$ cat src/rtl/spi_slave_shift_pkg.sv
// Shared types and helpers for the SPI responder: FSM states, mode decode, underrun fill.
package spi_pkg;

  typedef enum logic [1:0] {
    ST_IDLE  = 2'd0,
    ST_LOAD  = 2'd1,
    ST_SHIFT = 2'd2
  } state_e;

  typedef struct packed {
    logic sample_rise;
    logic drive_rise;
  } edge_sel_t;

  localparam logic UNDERRUN_FILL_BIT = 1'b1;

  // Leading edge leaves the CKP level; CKE picks whether we sample on it or on the trailing one.
  function automatic edge_sel_t mode_decode(input logic ckp, input logic cke);
    edge_sel_t sel;
    sel.sample_rise = ~(ckp ^ cke);
    sel.drive_rise  = ckp ^ cke;
    return sel;
  endfunction

endpackage

$ cat src/rtl/spi_slave_shift_if.sv
// Pin and word-level bus of the SPI responder.
// With SPI_SLAVE_ERR_FLAGS_EN defined it also carries err_clr and the sticky error flags.
interface spi_slave_shift_if #(parameter int DATA_W = 8);

  logic              CKP;
  logic              CKE;
  logic              sck;
  logic              ss_n;
  logic              mosi;
  logic              miso;
  logic              miso_oe;
  logic [DATA_W-1:0] tx_data;
  logic              tx_valid;
  logic              tx_ready;
  logic [DATA_W-1:0] rx_data;
  logic              rx_valid;
  logic              busy;
`ifdef SPI_SLAVE_ERR_FLAGS_EN
  logic              err_clr;
  logic              tx_underrun;
  logic              rx_overrun;
`endif

  modport slave (
    input  CKP, CKE, sck, ss_n, mosi, tx_data, tx_valid,
`ifdef SPI_SLAVE_ERR_FLAGS_EN
    input  err_clr,
    output tx_underrun, rx_overrun,
`endif
    output miso, miso_oe, tx_ready, rx_data, rx_valid, busy
  );

  modport master (
    output CKP, CKE, sck, ss_n, mosi, tx_data, tx_valid,
`ifdef SPI_SLAVE_ERR_FLAGS_EN
    output err_clr,
    input  tx_underrun, rx_overrun,
`endif
    input  miso, miso_oe, tx_ready, rx_data, rx_valid, busy
  );

endinterface

$ cat src/rtl/spi_slave_shift_sync_edge.sv
// Multi-flop synchroniser for an asynchronous pin plus a change strobe;
// rise = edge_o & q_o, fall = edge_o & ~q_o.
module spi_sync_edge #(
  parameter int   STAGES  = 2,
  parameter logic RST_VAL = 1'b0
) (
  input  logic clk,
  input  logic rst,
  input  logic d_i,
  output logic q_o,
  output logic edge_o
);

  logic [STAGES-1:0] sync_q;
  logic              prev_q;

  always_ff @(posedge clk) begin
    if (rst) begin
      sync_q <= {STAGES{RST_VAL}};
      prev_q <= RST_VAL;
    end else begin
      sync_q <= {sync_q[STAGES-2:0], d_i};
      prev_q <= sync_q[STAGES-1];
    end
  end

  assign q_o    = sync_q[STAGES-1];
  assign edge_o = sync_q[STAGES-1] ^ prev_q;

endmodule

$ cat src/rtl/spi_slave_shift.sv
// SPI responder: oversampled pins, all four CKP/CKE modes, one-entry TX buffer, RX strobe.
// Define SPI_SLAVE_ERR_FLAGS_EN to add sticky tx_underrun/rx_overrun flags with err_clr.
module spi_slave_shift
  import spi_pkg::*;
#(
  parameter int DATA_W      = 8,
  parameter int SYNC_STAGES = 2
) (
  input logic              clk,
  input logic              rst,
  spi_slave_shift_if.slave bus
);

  localparam int CNT_W = $clog2(DATA_W + 1);

  logic sck_s, sck_edge, ss_s, ss_edge, ss_rise, ss_fall, mosi_s;
  logic [SYNC_STAGES-1:0] mosi_sync_q;

  spi_sync_edge #(.STAGES(SYNC_STAGES), .RST_VAL(1'b0)) u_sck_sync (
    .clk(clk), .rst(rst), .d_i(bus.sck), .q_o(sck_s), .edge_o(sck_edge)
  );

  spi_sync_edge #(.STAGES(SYNC_STAGES), .RST_VAL(1'b1)) u_ss_sync (
    .clk(clk), .rst(rst), .d_i(bus.ss_n), .q_o(ss_s), .edge_o(ss_edge)
  );

  always_ff @(posedge clk) begin
    if (rst) mosi_sync_q <= '0;
    else     mosi_sync_q <= {mosi_sync_q[SYNC_STAGES-2:0], bus.mosi};
  end

  assign mosi_s  = mosi_sync_q[SYNC_STAGES-1];
  assign ss_rise = ss_edge & ss_s;
  assign ss_fall = ss_edge & ~ss_s;

  state_e            state_q;
  logic [1:0]        mode_q;
  logic              skip_q;
  logic [CNT_W-1:0]  cnt_q;
  logic [DATA_W-1:0] shift_q, rx_data_q, buf_q;
  logic              miso_q, miso_oe_q, rx_valid_q, buf_full_q;

  edge_sel_t         sel;
  logic              sample_ev, drive_ev, last_bit, complete, load_ev, hs;
  logic [DATA_W-1:0] load_word_d, rx_word_d;

  assign sel         = mode_decode(mode_q[1], mode_q[0]);
  assign sample_ev   = sck_edge && (sck_s == sel.sample_rise);
  assign drive_ev    = sck_edge && (sck_s == sel.drive_rise);
  assign last_bit    = (cnt_q == CNT_W'(DATA_W - 1));
  assign complete    = (state_q == ST_SHIFT) && !ss_rise && sample_ev && last_bit;
  assign load_ev     = ((state_q == ST_LOAD) && !ss_rise) || complete;
  assign load_word_d = buf_full_q ? buf_q : {DATA_W{UNDERRUN_FILL_BIT}};
  assign rx_word_d   = {shift_q[DATA_W-2:0], mosi_s};
  assign hs          = bus.tx_valid && !buf_full_q;

  // ss_n rise is checked first in LOAD/SHIFT so it beats a coincident final sample edge.
  always_ff @(posedge clk) begin
    if (rst) begin
      state_q    <= ST_IDLE;
      mode_q     <= '0;
      skip_q     <= 1'b0;
      cnt_q      <= '0;
      shift_q    <= '0;
      miso_q     <= 1'b0;
      miso_oe_q  <= 1'b0;
      rx_data_q  <= '0;
      rx_valid_q <= 1'b0;
    end else begin
      rx_valid_q <= 1'b0;
      unique case (state_q)
        ST_IDLE: begin
          if (ss_fall) begin
            mode_q  <= {bus.CKP, bus.CKE};
            state_q <= ST_LOAD;
          end
        end
        ST_LOAD: begin
          if (ss_rise) begin
            state_q   <= ST_IDLE;
            miso_oe_q <= 1'b0;
            miso_q    <= 1'b0;
          end else begin
            shift_q   <= load_word_d;
            miso_q    <= load_word_d[DATA_W-1];
            miso_oe_q <= 1'b1;
            cnt_q     <= '0;
            skip_q    <= mode_q[0];
            state_q   <= ST_SHIFT;
          end
        end
        ST_SHIFT: begin
          if (ss_rise) begin
            state_q   <= ST_IDLE;
            miso_oe_q <= 1'b0;
            miso_q    <= 1'b0;
            cnt_q     <= '0;
          end else if (sample_ev) begin
            if (last_bit) begin
              rx_data_q  <= rx_word_d;
              rx_valid_q <= 1'b1;
              cnt_q      <= '0;
              shift_q    <= load_word_d;
              miso_q     <= load_word_d[DATA_W-1];
            end else begin
              shift_q <= rx_word_d;
              cnt_q   <= cnt_q + CNT_W'(1);
            end
          end else if (drive_ev) begin
            if (skip_q) skip_q <= 1'b0;
            else        miso_q <= shift_q[DATA_W-1];
          end
        end
        default: state_q <= ST_IDLE;
      endcase
    end
  end

  // A push landing with a load is stored after the load has taken the old contents.
  always_ff @(posedge clk) begin
    if (rst) begin
      buf_full_q <= 1'b0;
      buf_q      <= '0;
    end else if (hs) begin
      buf_q      <= bus.tx_data;
      buf_full_q <= 1'b1;
    end else if (load_ev) begin
      buf_full_q <= 1'b0;
    end
  end

  assign bus.miso     = miso_q;
  assign bus.miso_oe  = miso_oe_q;
  assign bus.tx_ready = ~buf_full_q;
  assign bus.rx_data  = rx_data_q;
  assign bus.rx_valid = rx_valid_q;
  assign bus.busy     = ~ss_s;

`ifdef SPI_SLAVE_ERR_FLAGS_EN
  logic           tx_underrun_q, rx_overrun_q, rx_seen_q;
  logic [CNT_W:0] since_q;

  // since_q counts sample edges after the last completion, saturating once outside the window.
  always_ff @(posedge clk) begin
    if (rst) begin
      tx_underrun_q <= 1'b0;
      rx_overrun_q  <= 1'b0;
      rx_seen_q     <= 1'b0;
      since_q       <= '0;
    end else begin
      if (load_ev && !buf_full_q) tx_underrun_q <= 1'b1;
      else if (bus.err_clr)       tx_underrun_q <= 1'b0;

      if (complete && rx_seen_q && (since_q < (CNT_W+1)'(DATA_W))) rx_overrun_q <= 1'b1;
      else if (bus.err_clr)                                        rx_overrun_q <= 1'b0;

      if (complete)         rx_seen_q <= 1'b1;
      else if (bus.err_clr) rx_seen_q <= 1'b0;

      if (complete) since_q <= '0;
      else if ((state_q == ST_SHIFT) && !ss_rise && sample_ev && (since_q != (CNT_W+1)'(DATA_W)))
        since_q <= since_q + (CNT_W+1)'(1);
    end
  end

  assign bus.tx_underrun = tx_underrun_q;
  assign bus.rx_overrun  = rx_overrun_q;
`endif

endmodule

$ cat src/flat_wrapper.sv
// flat-port wrapper written by rule: the top's interface ports become plain ports
module spi_slave_shift_flat import spi_pkg::*;
#(
  parameter int DATA_W      = 8,
  parameter int SYNC_STAGES = 2
)
  (clk, rst, bus_CKP, bus_CKE, bus_sck, bus_ss_n, bus_mosi, bus_tx_data, bus_tx_valid, bus_miso, bus_miso_oe, bus_tx_ready, bus_rx_data, bus_rx_valid, bus_busy);
  spi_slave_shift_if #(.DATA_W(DATA_W)) bus_i ();
  input logic clk;
  input logic rst;
  input wire logic [$bits(bus_i.CKP)-1:0] bus_CKP;
  input wire logic [$bits(bus_i.CKE)-1:0] bus_CKE;
  input wire logic [$bits(bus_i.sck)-1:0] bus_sck;
  input wire logic [$bits(bus_i.ss_n)-1:0] bus_ss_n;
  input wire logic [$bits(bus_i.mosi)-1:0] bus_mosi;
  input wire logic [$bits(bus_i.tx_data)-1:0] bus_tx_data;
  input wire logic [$bits(bus_i.tx_valid)-1:0] bus_tx_valid;
  output wire logic [$bits(bus_i.miso)-1:0] bus_miso;
  output wire logic [$bits(bus_i.miso_oe)-1:0] bus_miso_oe;
  output wire logic [$bits(bus_i.tx_ready)-1:0] bus_tx_ready;
  output wire logic [$bits(bus_i.rx_data)-1:0] bus_rx_data;
  output wire logic [$bits(bus_i.rx_valid)-1:0] bus_rx_valid;
  output wire logic [$bits(bus_i.busy)-1:0] bus_busy;
  assign bus_i.CKP = bus_CKP;
  assign bus_i.CKE = bus_CKE;
  assign bus_i.sck = bus_sck;
  assign bus_i.ss_n = bus_ss_n;
  assign bus_i.mosi = bus_mosi;
  assign bus_i.tx_data = bus_tx_data;
  assign bus_i.tx_valid = bus_tx_valid;
  assign bus_miso = bus_i.miso;
  assign bus_miso_oe = bus_i.miso_oe;
  assign bus_tx_ready = bus_i.tx_ready;
  assign bus_rx_data = bus_i.rx_data;
  assign bus_rx_valid = bus_i.rx_valid;
  assign bus_busy = bus_i.busy;
  spi_slave_shift #(.DATA_W(DATA_W), .SYNC_STAGES(SYNC_STAGES)) u_core (.clk(clk), .rst(rst), .bus(bus_i));
endmodule
$ cat config.mk
export PLATFORM = sky130hd
export DESIGN_NAME = spi_slave_shift_flat
export DESIGN_NICKNAME = d
export VERILOG_FILES = /design/src/rtl/spi_slave_shift_pkg.sv /design/src/rtl/spi_slave_shift_if.sv /design/src/rtl/spi_slave_shift_sync_edge.sv /design/src/rtl/spi_slave_shift.sv /design/src/flat_wrapper.sv
export SDC_FILE = /design/constraint.sdc
export NUM_CORES = 1
export LEC_CHECK = 0
export ABC_AREA = 1
export BUFFER_PORTS_ARGS = -buffer_cell sky130_fd_sc_hd__buf_2
export CORE_MARGIN = 5
export CORE_UTILIZATION = 50
export DETAILED_ROUTE_END_ITERATION = 10
export HOLD_SLACK_MARGIN = 0.12
export PLACE_DENSITY_LB_ADDON = 0.25
export SYNTH_ARGS = -nofsm -noshare
export SYNTH_HDL_FRONTEND = slang
export SYNTH_SLANG_ARGS = --single-unit
export TNS_END_PERCENT = 50
$ cat constraint.sdc
create_clock -name clk -period 1.5 [get_ports clk]
set_input_delay 0.3 -clock clk [delete_from_list [all_inputs] [get_ports clk]]
set_output_delay 0.3 -clock clk [all_outputs]
set_load 0.01 [all_outputs]
==> impl_metrics.ini, run 1 <==
[timing]
maxSlewHeadroom_pct = 72.6
fin_crit_ns = 1.41
slew_viol_final = 0
finalHoldViolations = 0
fin_crit_sh_pct = 94.3
clock_skew_ns = 0.00682
max_freq_ghz = 0.707
tightest_slew_ns = 0.410
setup_violations = 0

[cts]
cts_tree = done
htree_levels = 2
clkSlewWorstSetupHoldPaths_ns = 0.08
cts_root_buf = clkbuf_8
cts_made_buffers = 5
clockBufferDepth = 2
clkLatencyLatePin_ns = 0.30
cts_sinks = 45

[placed_design]
hpwl_um = 3120
io_buffers = 28
place_congestion = 0.807

[power_and_ir_drop]
power_uw = 3310
power.density_nw_per_um2 = 1330
power.leakage_uw = 0.00113
ir_drop_v = 0.000831

[floorplan]
pin_count = 29
dieHeight_um = 73.6
dieWidth_um = 73.6
die-area_um2 = 5410
rows = 23
start_util_pct = 50.9
core_area_um2 = 3970

[cells_and_area]
utilization_pct = 62.9
drive_above_1_share_pct = 25.5
area_growth_pct = 23.7
layout_common_cells = 45 x nand2_1, 41 x dfxtp_1, 35 x nor2_1
layout_commonest_cell = nand2_1
nNetsFinal = 346
diodes = 0

[critical_path]
cp-end-kind = register
path_delay_family = compound AO/OA/AOI/OAI gates
reg2reg_from = u_core.cnt_q[0]
critical_path.max_stage_delay_ns = 0.32
path_max_fanout = 15
crit_arrival_ns = 1.61
cp_num_buf_inv = 1
worstSetupStartpointType = register
required_ns = 1.69
crit_chain = ha_1, nand3_2, nand2_1, buf_6, o21ai_0, o21ai_0, a21oi_1, nor2_1
cp_common_cell = o21ai_0
startpoint = u_core.cnt_q[0]
critPathSlowestCell = dfxtp_1
worst-setup-path-type = reg2reg

[global_routing]
grt_pass1_wl_um = 7600
grt_max_degree = 25
antenna_found_initial = 0
overflow = 0
grt_pass1_vias = 1727
grt.total_usage_pct = 17.7

[yosys]
synth_area_um2 = 2020
seq_area_frac_synth_pct = 44.6
syn_inst = 282
yosysWarnings = 0
synth_cell_type_count = 23
synth-seq-cells = 45
synthFlopType = dfxtp_1
synth_edf_count = 0
avgSynthCellArea_um2 = 7.16
syn_nets = 302
postSynth.asyncResetShare_pct = 0

[outcome]
status = finished, final reports clean

[route]
drc = 0
vias = 1890
dr.pass1.iters = 4
postRouteAntennaNets = 0
routed_wirelength_um = 4420
wire_per_inst_um = 11.7
drt_iter0_drc = 91
viasPerCell = 5.03

[job]
max-cap-violations = 0

[worst_hold_path]
hold_path.class = in2reg
min_from = bus_ss_n
==> worst register-to-register path, delay by kind of cell (launching register included) <==
kind                       cells  cell delay, ns
AOI/OAI and AO/OA              3            0.33
DFF                            1            0.32
and+or+nand+nor                3            0.29
adders and majority gates      1            0.22
buffers and inverters          1            0.15
==> logic make-up (layout without fill, tap and decap cells) <==
kind of cell / Yosys count / in the layout / share of synthesized area [%]
buffers and inverters: 44 / 88 / 9.05
AOI/OAI and AO/OA: 59 / 59 / 14.9
xor gates and xnor gates: 1 / 1 / 0.806
DFF: 45 / 45 / 44.6
and+or+nand+nor: 129 / 129 / 28.2
adders and majority gates: 4 / 4 / 2.48
==> flip-flops by register name, summed over array words and instances, names as in the netlist <==
register                  count
u_core.buf_q                  8
u_core.bus.rx_data            8
u_core.shift_q                8
u_core.cnt_q                  4
u_core.mode_q                 2
u_core.mosi_sync_q            2
u_core.state_q                2
u_core.u_sck_sync.sync_q      2
u_core.u_ss_sync.sync_q       2
u_core.buf_full_q             1
u_core.bus.miso               1
u_core.bus.miso_oe            1
u_core.bus.rx_valid           1
u_core.skip_q                 1
u_core.u_sck_sync.prev_q      1
u_core.u_ss_sync.prev_q       1
==> final cells by class <==
class | count | area (um2)
Fill cell | 381 | 1470
Multi-Input combinational cell | 193 | 1010
Timing Repair Buffer | 49 | 303
Clock buffer | 6 | 82.6
Clock inverter | 1 | 7.51
Sequential cell | 45 | 906
Inverter | 32 | 123
Tap cell | 50 | 62.6
==> per-layer routing <==
layer,share of wire [%],vias up,wire [um],track usage (%)
li1,-,994,-,-
met1,50,842,2200,25.4
met2,43,47,1910,25.8
met4,1.8,0,78,6.84
met5,0,-,0,0
met3,5.3,7,234,3.97
==> power by group <==
group / internal [uW] / switching, uW
Sequential: 1370 / 91.5
Combinational: 443 / 645
Clock: 364 / 398
==> path summary, 6_finish.rpt <==
check                                end  slack, ns  depth (start not counted)
min           u_core.u_ss_sync.sync_q[0]       0.19                          2
max                    u_core.shift_q[5]       0.09                          8
max reg2reg            u_core.shift_q[5]       0.09                          8
min reg2reg  u_core.u_sck_sync.sync_q[1]       0.40                          2
==> cells in the mapped netlist, types with 2 or more instances <==
library cell  count  area [um2]
a21oi_1          30         150
buf_2             4        20.0
clkbuf_1          5        18.8
dfxtp_1          45         901
ha_1              4        50.1
inv_1            31         116
nand2_1          51         191
nand3_1          29         145
nand3_2           3        30.0
nand4_1           3        18.8
nor2_1           35         131
nor3_1            2        10.0
o21ai_0          27         135
or2_2             4        25.0
==> per-stage QoR <==
step / cell area, um2 / std cells / hold WS [ns] / worst slack [ns] / setup TNS [ns]
floorplan: 2030 / 282 / 0.388 / 0.00476 / 0
global placement: 2300 / 366 / 0.393 / 0.0299 / 0
detailed placement: 2300 / 366 / 0.394 / -0.0379 / -0.288
CTS: 2410 / 373 / 0.183 / 0.00679 / 0
global route: 2500 / 376 / 0.194 / -0.00810 / -0.00982
finish: 2500 / 376 / 0.187 / 0.0861 / 0
==> what timing repair did <==
item | 4_1_cts | 5_1_grt
buffers inserted | 0 | 2
resized for setup | 4 | 23
hold buffers | 0 | 0
gates cloned | 0 | 1
pin swaps | 0 | 5
setup endpoints to repair | 17 | 24
(Power assumes the default switching activity.)
==> inputs of run 2 (changes only) <==
--- a/config.mk
+++ b/config.mk
@@ -10,6 +10,7 @@
 export CORE_MARGIN = 5
 export CORE_UTILIZATION = 50
 export DETAILED_ROUTE_END_ITERATION = 10
+export GPL_TIMING_DRIVEN = 0
 export HOLD_SLACK_MARGIN = 0.12
 export PLACE_DENSITY_LB_ADDON = 0.25
 export SYNTH_ARGS = -nofsm -noshare
==> run 2 against run 1 <==
  * The flow now finishes with violations (negative setup slack)
  * Global-route usage hardly changed
  * First-iteration DRC count is 35% higher
  * Sequential cell count stayed put
  * Non-clock buffer count is 1 lower
==> impl_metrics.ini, run 2 (same netlist as run 1, synthesis figures left out) <==
[outcome]
status = finished, violations left
violations = negative setup slack

[route]
postRouteAntennaNets = 0
wire_per_inst_um = 12.6
vias = 1952
drt_iter0_drc = 123
drc = 0
dr.pass1.iters = 4
routed_wirelength_um = 4740
viasPerCell = 5.18

[global_routing]
grt_pass1_vias = 1636
antenna_found_initial = 0
grt_use_met1_pct = 24.2
grt.total_usage_pct = 17.7
grt_pass1_wl_um = 7450
busiest_layer = met2
use_met2_pct = 27.1
grt_max_degree = 16
overflow = 0
gr-usage-met3_pct = 4.38

[floorplan]
pin_count = 29
start_util_pct = 50.9
dieWidth_um = 73.6
dieHeight_um = 73.6
core_area_um2 = 3970
rows = 23
die-area_um2 = 5410

[worst_hold_path]
hold_path.class = in2reg

[cts]
htree_levels = 2
cts_sinks = 45
cts_made_buffers = 5
cts_root_buf = clkbuf_8
clkSlewWorstSetupHoldPaths_ns = 0.09
clkLatencyLatePin_ns = 0.30
clockBufferDepth = 2
cts_tree = done

[power_and_ir_drop]
ir_drop_v = 0.000982
p_comb_share_pct = 34.5
intPower_uw = 2180
power.leakage_uw = 0.00112
power.density_nw_per_um2 = 1340
switching_power_uw = 1260
pwr-share-clk_pct = 22.2
swShare_pct = 36.5
p_seq_share_pct = 43.3

[placed_design]
hpwl_um = 3150
post-place-ws_ns = -0.174
place_congestion = 0.838
io_buffers = 27
place_area_um2 = 2220

[critical_path]
crit_chain = buf_4, ha_2, nand2_1, nand2_1, inv_1, nand2_2, nand2_1, a21oi_1
path_delay_family = simple AND/OR/NAND/NOR gates
cp-end-kind = register
cp_common_cell = nand2_1
critical_path.max_stage_delay_ns = 0.37
critPathSlowestCell = dfxtp_2
worst-setup-path-type = reg2reg
crit_arrival_ns = 1.76
cp_num_buf_inv = 2
worstSetupStartpointType = register
required_ns = 1.74
path_max_fanout = 5

[timing]
fin_crit_sh_pct = 101
clock_skew_ns = 0.0114
slew_viol_final = 0
maxSlewHeadroom_pct = 65.0
setup_ws_ns = -0.0182
max_freq_ghz = 0.659
setup_violations = 2
fin_crit_ns = 1.52
tightest_slew_ns = 0.524
finalHoldViolations = 0

[cells_and_area]
area_growth_pct = 27.3
diodes = 0
final_area_um2 = 2570
layout_commonest_cell = nand2_1
drive_above_1_share_pct = 28.4
layout_common_cells = 43 x nand2_1, 39 x dfxtp_1, 35 x nor2_1
nNetsFinal = 346
fillers = 344

[job]
max-cap-violations = 0
run 2: final cells by class:
class / count / area [um2] / area share [%]
plain buffers: 10 / 88.8 / 3.45
clock buffers: 5 / 68.8 / 2.68
clock inverters: 3 / 21.3 / 0.827
inverters: 32 / 125 / 4.87
multi-input cells: 194 / 1080 / 42.0
flip-flops and latches: 45 / 908 / 35.3
well taps: 50 / 62.6 / 2.43
repair buffers: 38 / 215 / 8.37
run 2: per-layer routing:
metal  part of all wire (%)  vias to the layer above
met5                      0                        -
met3                    7.1                       16
li1                       -                     1002
met2                     44                       76
met1                     46                      858
met4                    3.1                        0
run 2: power groups by stage:
stage	Combinational, uW	Sequential [uW]	Clock (uW)
after global placement	919	1490	0
after global routing	1330	1510	831
after CTS	1000	1470	786
after floorplan	716	1490	0
after detailed placement	931	1500	0
final	1190	1490	763
run 2: worst reg2reg max path: cells and delay by family (launching register included):
kind            cells  cell delay (ns)
compound gates      1             0.14
buf+inv             2             0.25
flops               1             0.37
fa+ha+maj           1             0.26
simple gates        4             0.45
run 2: per-stage QoR:
| stage | instances | setup TNS, ns | hold WS (ns) | util [%] | power (uW) |
|---|---|---|---|---|---|
| 2_1_floorplan | 282 | 0 | 0.388 | - | 2200 |
| 3_3_place_gp | 359 | -3.13 | 0.389 | 56.0 | 2410 |
| 3_5_place_dp | 359 | -3.10 | 0.394 | 56.0 | 2430 |
| 4_1_cts | 367 | 0 | 0.170 | 60.1 | 3260 |
| 5_1_grt | 377 | -0.523 | 0.183 | 64.7 | 3670 |
| 6_report | 377 | -0.0204 | 0.177 | 64.7 | 3440 |
run 2: path summary, 6_finish.rpt:
check / from / end / slack, ns / cells after the start
setup / recovery: u_core.state_q[0] / u_core.cnt_q[2] / -0.02 / 8
hold / removal: bus_ss_n / u_core.u_ss_sync.sync_q[0] / 0.18 / 2
setup reg to reg: u_core.state_q[0] / u_core.cnt_q[2] / -0.02 / 8
hold reg to reg: u_core.mosi_sync_q[0] / u_core.mosi_sync_q[1] / 0.41 / 2
run 2: timing repair:
action                     in CTS  in global routing
pin swaps                       0                  6
cloned                          1                  2
gates resized for setup        19                 33
setup endpoints to repair      24                 32
buffers inserted                0                  9
hold buffers                    0                  0
==> inputs of run 3 (changes only) <==
--- a/config.mk
+++ b/config.mk
@@ -7,6 +7,7 @@
 export LEC_CHECK = 0
 export ABC_AREA = 1
 export BUFFER_PORTS_ARGS = -buffer_cell sky130_fd_sc_hd__buf_2
+export CORE_ASPECT_RATIO = 0.9
 export CORE_MARGIN = 5
 export CORE_UTILIZATION = 50
 export DETAILED_ROUTE_END_ITERATION = 10
==> run 3 against run 2 <==
  * The run still ends with negative setup slack left
  * Fmax is 0.53% higher
  * Sequential cell count unchanged
  * Sequential power barely moved
  * Total power fell by 0.21%
  * Wire length increased by 7.7%
  * Cell area is 4.7% higher
  * Sequential share of layout area is 1.3 points lower
  * Combinational power hardly changed
  * Core utilization grew 2.7 points
  * Global-route usage shrank 0.26 points
  * Non-clock buffer count is 5 higher
  * Clock skew is 0.0063 ns lower
  * Critical path type unchanged
  * Largest power group unchanged
==> impl_metrics.ini, run 3 (same netlist as run 1, synthesis figures left out) <==
[floorplan]
start_util_pct = 50.6
pin_count = 29
core_area_um2 = 3990
dieWidth_um = 77.0
rows = 22
dieHeight_um = 70.3
die-area_um2 = 5410

[critical_path]
crit_path_end = u_core.shift_q[6]
crit_arrival_ns = 1.70
r2r_cells = 10
worstSetupStartpointType = register
startpoint = u_core.mode_q[0]
required_ns = 1.69
r2r-end = u_core.shift_q[6]
critPathSlowestCell = dfxtp_2
crit_chain = inv_2, nand2_4, nand2_4, nand2_4, nand3_4, nor2_4, inv_4, clkbuf_16, a21oi_1, nor2_1
reg2reg_from = u_core.mode_q[0]
path_depth = 10
critical_path.max_stage_delay_ns = 0.37
r2r_slack_ns = -0.01
worst-setup-path-type = reg2reg
path_max_fanout = 8
cp_common_cell = nand2_4
cp_num_buf_inv = 3
path_delay_family = simple AND/OR/NAND/NOR gates
cp-end-kind = register

[route]
postRouteAntennaNets = 0
routed_wirelength_um = 5110
dr.pass1.iters = 4
viasPerCell = 5.15
vias = 1952
drt_iter0_drc = 169
drc = 0
wire_per_inst_um = 13.5

[cells_and_area]
drive_above_1_share_pct = 33.5
layout_common_cells = 37 x dfxtp_1, 35 x nand2_1, 35 x nor2_1
nNetsFinal = 351
area_growth_pct = 33.3
diodes = 0
fillers = 336
layout_commonest_cell = dfxtp_1
utilization_pct = 67.5

[cts]
clockBufferDepth = 2
cts_hold_buf = 0
cts_tree = done
cts_made_buffers = 5
clkLatencyLatePin_ns = 0.29
htree_levels = 2
clkSlewWorstSetupHoldPaths_ns = 0.08
cts_root_buf = clkbuf_8
cts_sinks = 45

[timing]
max_freq_ghz = 0.662
fin_crit_sh_pct = 101
setup_violations = 2
fin_hold_ws_ns = 0.182
clock_skew_ns = 0.00513
rsz0062_at_grt = yes
tightest_slew_ns = 0.545
maxSlewHeadroom_pct = 63.6
fin_crit_ns = 1.51
setup_ws_ns = -0.0102
slew_viol_final = 0
finalHoldViolations = 0

[placed_design]
place_congestion = 0.804
io_buffers = 27
hpwl_um = 3220

[power_and_ir_drop]
ir_drop_v = 0.000746
power.density_nw_per_um2 = 1270
power.leakage_uw = 0.00116

[job]
max-cap-violations = 0

[worst_hold_path]
hold_path.class = in2reg

[global_routing]
grt_max_degree = 13
antenna_found_initial = 0
overflow = 0
grt.total_usage_pct = 17.4
grt_pass1_vias = 1747
grt_pass1_wl_um = 7730

[outcome]
status = finished, violations left
violations = negative setup slack
run 3: changes by cell type in the layout (fill, tap and decap cells not counted), moves of 2 or more:
cell | previous run | this run
nand2_4 | 2 | 4
buf_6 | 3 | 1
nand2_1 | 43 | 35
a21oi_1 | 23 | 21
buf_4 | 10 | 13
inv_2 | 1 | 5
clkbuf_16 | 0 | 2
buf_8 | 1 | 3
nand2_2 | 6 | 11
a21oi_2 | 7 | 9
dfxtp_4 | 0 | 2
inv_1 | 29 | 25
dfxtp_1 | 39 | 37
run 3: power by group:
group          switching [uW]  leakage, uW  total [uW]  internal [uW]
Combinational             701     0.000741        1180            482
Clock                     384    0.0000443         750            366
Sequential                112     0.000372        1500           1380
Total                    1200      0.00116        3430           2230
run 3: metrics by stage:
step / setup WS (ns) / setup TNS [ns] / std cells / area (um2) / total power [uW]
2_1_floorplan: 0.00476 / 0 / 282 / 2030 / 2200
3_3_place_gp: -0.232 / -3.66 / 357 / 2220 / 2410
3_5_place_dp: -0.244 / -4.41 / 357 / 2220 / 2430
4_1_cts: 0.00147 / 0 / 365 / 2390 / 3250
5_1_grt: -0.0898 / -1.01 / 379 / 2690 / 3650
6_report: -0.0102 / -0.0200 / 379 / 2690 / 3430
run 3: layer usage:
metal	wire (um)	share of wire [%]	track usage, %	up-vias
met1	2400	47	24.5	876
li1	-	-	-	1010
met3	324	6.3	4.25	8
met2	2300	45	25.5	58
met4	80	1.6	6.87	0
met5	0	0	0	-
run 3: area by class of cell:
| cell class | instances | area, um2 | share of cell area [%] |
|---|---|---|---|
| tap | 48 | 60.1 | 2.23 |
| buffer | 12 | 96.3 | 3.58 |
| sequential | 45 | 916 | 34.0 |
| clock buffer | 7 | 86.3 | 3.21 |
| timing repair buffer | 41 | 275 | 10.2 |
| multi-input combinational | 194 | 1130 | 42.1 |
| inverter | 32 | 125 | 4.65 |
run 3: worst min-delay path by stage:
stage	cells after the start	start	endpoint	slack [ns]
6_report	2	bus_ss_n	u_core.u_ss_sync.sync_q[0]	0.18
5_1_grt	2	bus_ss_n	u_core.u_ss_sync.sync_q[0]	0.19
4_1_cts	2	bus_ss_n	u_core.u_ss_sync.sync_q[0]	0.17
3_5_place_dp	1	u_core.u_ss_sync.sync_q[0]	u_core.u_ss_sync.sync_q[1]	0.40
3_3_place_gp	1	u_core.u_ss_sync.sync_q[0]	u_core.u_ss_sync.sync_q[1]	0.39
2_1_floorplan	2	u_core.mosi_sync_q[0]	u_core.mosi_sync_q[1]	0.39
run 3: what timing repair did:
item | CTS | global route
setup buffers | 1 | 11
cloned | 0 | 3
pin swaps | 1 | 14
endpoints found under the setup margin | 24 | 32
resized for setup | 19 | 54
